===== src/rtl/bus_bridge_pkg.sv =====
// bus_bridge_pkg: shared state encodings and error bit indices for the bus bridge.
package bus_bridge_pkg;
    localparam logic [0:0] C_BB_IDLE = 1'b0;
    localparam logic [0:0] C_BB_BUSY = 1'b1;
    localparam int C_BB_ERR_TIMEOUT = 0;
    localparam int C_BB_ERR_WPROT = 1;
endpackage


===== src/rtl/bus_bridge_waitcnt.sv =====
// bb_waitcnt: 8-bit wait-state counter with clear, enable and terminal flag at P_TIMEOUT-1.
module bb_waitcnt #(
    parameter logic [7:0] P_TIMEOUT = 8'd16
) (
    input  logic clk,
    input  logic rst,
    input  logic clr,
    input  logic en,
    output logic term
);
    logic [7:0] cnt_q, cnt_d;
    always_comb begin
        cnt_d = clr ? 8'd0 : en ? cnt_q + 8'd1 : cnt_q;
        term = cnt_q == P_TIMEOUT - 8'd1;
    end
    always_ff @(posedge clk) begin
        if (rst) cnt_q <= 8'd0;
        else cnt_q <= cnt_d;
    end
endmodule


===== src/rtl/bus_bridge.sv =====
// bus_bridge: mc6502 core to req/ack memory bridge with wait-state timeout and sticky errors.
// Optional write protection above P_ROM_BASE is enabled by BUS_BRIDGE_ROM_PROTECT_EN.
module bus_bridge
    import bus_bridge_pkg::*;
#(
    parameter logic [7:0]  P_TIMEOUT  = 8'd16,
    parameter logic [7:0]  P_OPEN_BUS = 8'hff,
    parameter logic [15:0] P_ROM_BASE = 16'hf000
) (
    input  logic        CLK,
    input  logic        RES,
    input  logic        CPU_REQ,
    input  logic        CPU_WE,
    input  logic [7:0]  ABL,
    input  logic [7:0]  ABH,
    input  logic [7:0]  DB_OUT,
    output logic [7:0]  DB_IN,
    output logic        RDY,
    input  logic        ERR_CLR,
    output logic [1:0]  ERR,
    output logic [15:0] MEM_ADDR,
    output logic [7:0]  MEM_WDATA,
    output logic        MEM_WE,
    output logic        MEM_REQ,
    input  logic        MEM_ACK,
    input  logic [7:0]  MEM_RDATA
);
`ifdef BUS_BRIDGE_ROM_PROTECT_EN
    localparam logic C_ROM_EN = 1'b1;
`else
    localparam logic C_ROM_EN = 1'b0;
`endif
    logic [0:0]  state_q, state_d;
    logic [15:0] mem_addr_q, mem_addr_d;
    logic [7:0]  mem_wdata_q, mem_wdata_d;
    logic        mem_we_q, mem_we_d;
    logic [7:0]  db_in_q, db_in_d;
    logic [1:0]  err_q, err_d, err_set;
    logic        idle, busy, wp, start, wp_hit, ack, tmo, term;
    bb_waitcnt #(.P_TIMEOUT(P_TIMEOUT)) u_waitcnt (
        .clk  (CLK),
        .rst  (RES),
        .clr  (start),
        .en   (busy),
        .term (term)
    );
    always_comb begin
        idle = state_q == C_BB_IDLE;
        busy = state_q == C_BB_BUSY;
        wp = C_ROM_EN && CPU_WE && ({ABH, ABL} >= P_ROM_BASE);
        start = idle && CPU_REQ && !wp;
        wp_hit = idle && CPU_REQ && wp;
        ack = busy && MEM_ACK;
        // an ack arriving on the terminal edge completes normally instead of aborting
        tmo = busy && !MEM_ACK && term;
        state_d = start ? C_BB_BUSY : (ack || tmo) ? C_BB_IDLE : state_q;
        mem_addr_d = start ? {ABH, ABL} : mem_addr_q;
        mem_wdata_d = start ? DB_OUT : mem_wdata_q;
        mem_we_d = start ? CPU_WE : (ack || tmo) ? 1'b0 : mem_we_q;
        db_in_d = (ack && !mem_we_q) ? MEM_RDATA : (tmo && !mem_we_q) ? P_OPEN_BUS : db_in_q;
        err_set = 2'b00;
        err_set[C_BB_ERR_TIMEOUT] = tmo;
        err_set[C_BB_ERR_WPROT] = wp_hit;
        err_d = (ERR_CLR ? 2'b00 : err_q) | err_set;
    end
    always_ff @(posedge CLK) begin
        if (RES) begin
            state_q <= C_BB_IDLE;
            mem_addr_q <= 16'h0000;
            mem_wdata_q <= 8'h00;
            mem_we_q <= 1'b0;
            db_in_q <= 8'h00;
            err_q <= 2'b00;
        end else begin
            state_q <= state_d;
            mem_addr_q <= mem_addr_d;
            mem_wdata_q <= mem_wdata_d;
            mem_we_q <= mem_we_d;
            db_in_q <= db_in_d;
            err_q <= err_d;
        end
    end
    assign RDY = idle;
    assign MEM_REQ = busy;
    assign MEM_ADDR = mem_addr_q;
    assign MEM_WDATA = mem_wdata_q;
    assign MEM_WE = mem_we_q;
    assign DB_IN = db_in_q;
    assign ERR = err_q;
endmodule

===== config.mk =====
export PLATFORM = sky130hd
export DESIGN_NAME = bus_bridge
export DESIGN_NICKNAME = d
export VERILOG_FILES = /design/src/rtl/bus_bridge_pkg.sv /design/src/rtl/bus_bridge_waitcnt.sv /design/src/rtl/bus_bridge.sv
export SDC_FILE = /design/constraint.sdc
export NUM_CORES = 1
export LEC_CHECK = 0
export BUFFER_PORTS_ARGS = -buffer_cell sky130_fd_sc_hd__buf_2
export CAP_MARGIN = 20
export CORE_MARGIN = 1
export CORE_UTILIZATION = 30
export CTS_BUF_LIST = sky130_fd_sc_hd__clkbuf_8
export DETAILED_ROUTE_END_ITERATION = 10
export PLACE_DENSITY = 0.56
export SLEW_MARGIN = 10
export SYNTH_ARGS = -nofsm -noshare
export SYNTH_HDL_FRONTEND = slang
export SYNTH_SLANG_ARGS = --single-unit
export TNS_END_PERCENT = 20

===== constraint.sdc =====
create_clock -name CLK -period 2.3 [get_ports CLK]
set_clock_uncertainty 0.05 [all_clocks]
set_input_delay 0.23 -clock CLK [delete_from_list [all_inputs] [get_ports CLK]]
set_output_delay 0.23 -clock CLK [all_outputs]
set_load 0.02 [all_outputs]

* Word-level counts from Yosys, hierarchy flattened
Index checks and enable logic that the tools add are counted. W data, S select, Z words.
Storage, ports and cells: bits in registers 44, latch bits 0, memory bits (writable) 0, bits in read-only memories 0, input bits 38, memories 0
Cells by class: $add $sub $neg 1, multipliers 0, divide/modulo/power cells 0, $lt $le $gt $ge 0, equal/unequal tests 1, shift-type cells 0, multiplexer cells 6, bitwise operators 2, reduce and logical (&&, ||, !) cells 12
Operators by type and width (count):
- $mux W8 | 2
- $add A8 B1 Y8 const B | 1
- $eq A8 B4 Y1 const B | 1
- $logic_and A1 B1 Y1 | 6
- $reduce_bool A2 Y1 | 2
- $mux W1 | 3
- $logic_not A1 Y1 | 2
- $mux W2 | 1
- $or A2 B1 Y2 | 1
- $reduce_or A2 Y1 | 1
- $logic_or A1 B1 Y1 | 1
- $not A1 Y1 | 1

* Logic depth before layout (Yosys ltp)
depth after elaboration 6, depth in mapped cells 5, mapped depth without buffers 4

* Cells and area by module
Synthesis repeated with hierarchy kept, for this count alone.
Unflattened totals: cells, all modules 200, area total of the unflattened synthesis 1720.4 µm²
By module, submodules not included:
- bus_bridge | instances 1, cells each 160, area each 1362.6 µm²
- bb_waitcnt | instances 1, cells each 40, area each 357.8 µm²

* Worst setup path before layout
OpenSTA, ideal clock, no wires.
kind register -> register, from register state_q, in the netlist MEM_REQ, to register mem_addr_q[10], in the netlist MEM_ADDR[10], setup time 0.059 ns, arrival time 1.520 ns, setup slack 0.671 ns, stages on the path, launching flop included 6, path buffers 2, cells stage by stage dfxtp_1 > buf_4 > inv_1 > a21oi_1 > clkbuf_1 > a22o_1
On the way: word-level cells in the longest chain between the ends 2
Ends and longest elaborated chain:
- start: declaration | line bus_bridge.sv:33 | logic [0:0] state_q, state_d;
- start signal: assignment | line bus_bridge.sv:75 | state_q <= state_d;
- $not A1 Y1 | line bus_bridge.sv:48 | idle = state_q == C_BB_IDLE;
- via RDY | line bus_bridge.sv:18 | output logic RDY,
- $logic_and A1 B1 Y1
- end signal: assignment | line bus_bridge.sv:76 | mem_addr_q <= mem_addr_d;
- end: declaration | line bus_bridge.sv:34 | logic [15:0] mem_addr_q, mem_addr_d;
The timed path passes the listed nets, and every way through them passes these cells. A chain may end at the register's enable or synchronous reset.

* Final worst setup path
from register state_q, in the netlist MEM_REQ, to register state_q, in the netlist MEM_REQ
On the way: word-level cells in the longest chain between the ends 4
Ends and longest elaborated chain:
- $logic_and A1 B1 Y1 (2 in a row) | line bus_bridge.sv:55 | tmo = busy && !MEM_ACK && term;
- $logic_or A1 B1 Y1 | line bus_bridge.sv:56 | state_d = start ? C_BB_BUSY : (ack || tmo) ? C_BB_IDLE : state_q;
- $reduce_bool A2 Y1 (no line)
Parallel ways exist; a longest one is shown, timed or not.

==> impl_results.md <==
- Startpoint types: flop
- Post-synth top area share: 54.17%
- Final wirelength: 3544 µm
- Switching power: 399.6 µW
- Most used DFF post-synth: dfxtp_1
- Final instance area: 2100 µm²
- P_int: 1084 µW
- Max-cap viol count: 0
- Number of setup buffers added after CTS: 0
- Crit end category: flop
- Die X: 74.78 µm
- Worst-Margin Slew: 0.5598 ns
- Max_slew headroom: 62.63%
- Clk sinks: 43
- WP data required: 2.44 ns
- Worst hold path type: input pin to flop
- Yosys reg bits: 43
- Setup violators final: 0
- Net count after synthesis: approximately 190
- Die height: ~75 µm
- Total negative slack: 0 ns
- Fraction of layout instances using a drive strength above 1: 38.05%
- Initial Utilization: 31.11%
- Nets@finish: 264
- CTS tree: yes
- Vias: 1360
- Dominant cells by area after synthesis: dfxtp_1 (54%), a22o_1 (13%), a221oi_1 (4.4%), o21a_1 (3.8%), nor2_1 (3.5%)
- Row count: 26
- Antenna Nets Post-Route: 0
- Clk_lat worst skew: 0.29 ns
- Port Buffer Count: 73
- Die footprint: between 5000 and 6000 µm²
- Static leakage: 0.0009885 µW
- Longest Clk Path Bufs: 2
- H-tree depth: 2
- Proportion of power drawn by the clock network: about 30%
- Crit Path Max Fanout: 11
- Setup CP Type: flop to flop
- Distinct cells, synth: 29
- Yosys warnings: 0
- Post-CTS sizing: 0
- Drt drc: 0
- Initial drt markers: 52
- Pre-CTS setup slack: 0.4220 ns
- Initial antenna violation count: 0
- Crit-path cells: nand4_2 > or3_1 > a31o_1
- Area leader, netlist: dfxtp_1
- Largest net degree at the start of global routing: 27
- Sequential group share of total power: 55.0%
- Mapped Area: 1589 µm²
- Post-DP HPWL: 2430 µm
- PwrDens: 706.8 nW/µm²
- Via density: 4.595
- Syn Area/Cell: 10.39 µm²
- Gr usage total: 13.42%
- Synth-to-Final Area Change: 32.13%
- Seq/Total Area, Yosys: 54.17%
- Async S/R FF share, synth: 0%
- List of most frequent post-synthesis cells: dfxtp_1 (43), a22o_1 (24), nor2_1 (15)
- Routability cong.: between 0.7 and 0.8
- Peak VDD IR: 0.0002952 V
- # hold bufs at CTS: 0
- Combinational fraction of design power: 14.9%
- Pre-antenna DRT Iters: 4
- Global-route wire length before repair: 5561 µm
- Routed length per placed instance: about 12 µm
- Cells after Synth: 153
- F_max: roughly 620 MHz
- Unrepaired setup endpoints after global routing: false
- TritonCTS buffer count: 5
- Ports: 75
- Core area: 5107 µm²
- Final Worst Setup Slack: just under 0.7 ns
- Pins Over Slew Limit: 0
- WP data arrival: 1.77 ns
- Clk slew on worst S/H paths: 0.08 ns
- Status: complete, no violations
- Post-synth EDFFs: 0
- Slowest CP cell: dfxtp_1
- Sw frac: 26.93%
- Diodes inserted: 0
- Congestion Overflow GR: 0
- Final hold vios: 0
- Clock Tree Root: clkbuf_8
- Most common cell in the synthesized netlist: dfxtp_1
- Vias in the first global route: 1247
- Max incr delay on CP: approximately 0.56 ns
- Post-DP Area: ~2000 µm²
- Final worst path period share: between 70% and 80%
- Tmin final: roughly 1.6 ns
[cell type report]
type / instances / area [µm²]
multi-input combinational: 90 / 648.1
fill: 533 / 3008
clock buffer: 5 / 68.82
tap: 70 / 87.58
timing repair buffer: 75 / 384.1
inverter: 10 / 37.54
sequential: 43 / 860.8
clock inverter: 3 / 12.51
[registers in the layout (all words and copies together), names as in the netlist]
| signal | count |
|---|---|
| DB_IN | 8 |
| ERR | 1 |
| MEM_ADDR | 16 |
| MEM_REQ | 1 |
| MEM_WDATA | 8 |
| MEM_WE | 1 |
| u_waitcnt.cnt_q | 8 |
[cell usage in the layout (no fill, tap or decap), types with 2 or more instances in the layout]
cell type   n
buf_2      73
dfxtp_1    43
a22o_1     24
nor2_1     14
inv_1      12
a221oi_1    8
o21a_1      8
nand2_1     6
clkbuf_8    5
a21oi_1     4
or3_1       3
xor2_1      3
o21ai_0     2
nand2b_1    2
[power groups by stage]
stage / combinational (µW) / sequential, µW / clock, µW
floorplan: 93.9 / 872 / 0
global placement: 221 / 832 / 0
detailed placement: 223 / 831 / 0
CTS: 222 / 815 / 467
global route: 245 / 822 / 505
finish: 221 / 815 / 447
[metrics by stage]
stage / total power [µW] / instances / util (%) / hold WS [ns]
after global routing: 1572 / 296 / 41.11 / 0.07565
final: 1484 / 296 / 41.11 / 0.08133
after CTS: 1505 / 295 / 40.89 / 0.07234
after global placement: 1053 / 287 / 39.29 / 0.3830
after detailed placement: 1054 / 287 / 39.29 / 0.3875
after floorplan: 965.7 / 153 / - / 0.2969
[critical path, delay by kind of cell, from the launching register on]
family          cells  cell delay (ns)
simple gates        2             0.69
compound gates      1             0.22
flops               1             0.56
[layer usage]
metal	track usage (%)	vias up	wire length, µm
met1	16.06	603	1625
met2	21.62	58	1565
met4	5.031	0	46
li1	-	694	-
met3	5.489	5	305
met5	0	-	0
[final timing paths]
path / cells after the start / end / startpoint / slack [ns]
worst max-delay path: 3 / MEM_REQ / MEM_REQ / 0.68
worst min-delay path: 2 / MEM_WE / CPU_WE / 0.08
worst max register to register: 3 / MEM_REQ / MEM_REQ / 0.68
worst min register to register: 1 / MEM_ADDR[14] / MEM_ADDR[14] / 0.43
[logic make-up (layout without fill, tap and decap cells)]
kind of cell             count (synthesis)  after routing  share of synthesized area [%]
flip-flops                              43             43                          54.17
multiplexers                             1              1                         0.6299
adder cells (fa/ha/maj)                  1              1                         0.7873
buffers and inverters                   20             93                          5.433
XOR/XNOR                                 4              4                          2.205
AO/OA/AOI/OAI                           51             51                          26.54
other                                    1              1                         0.2360
AND/OR/NAND/NOR                         32             32                          10.00
No activity file was read; power rests on OpenSTA's default activity.
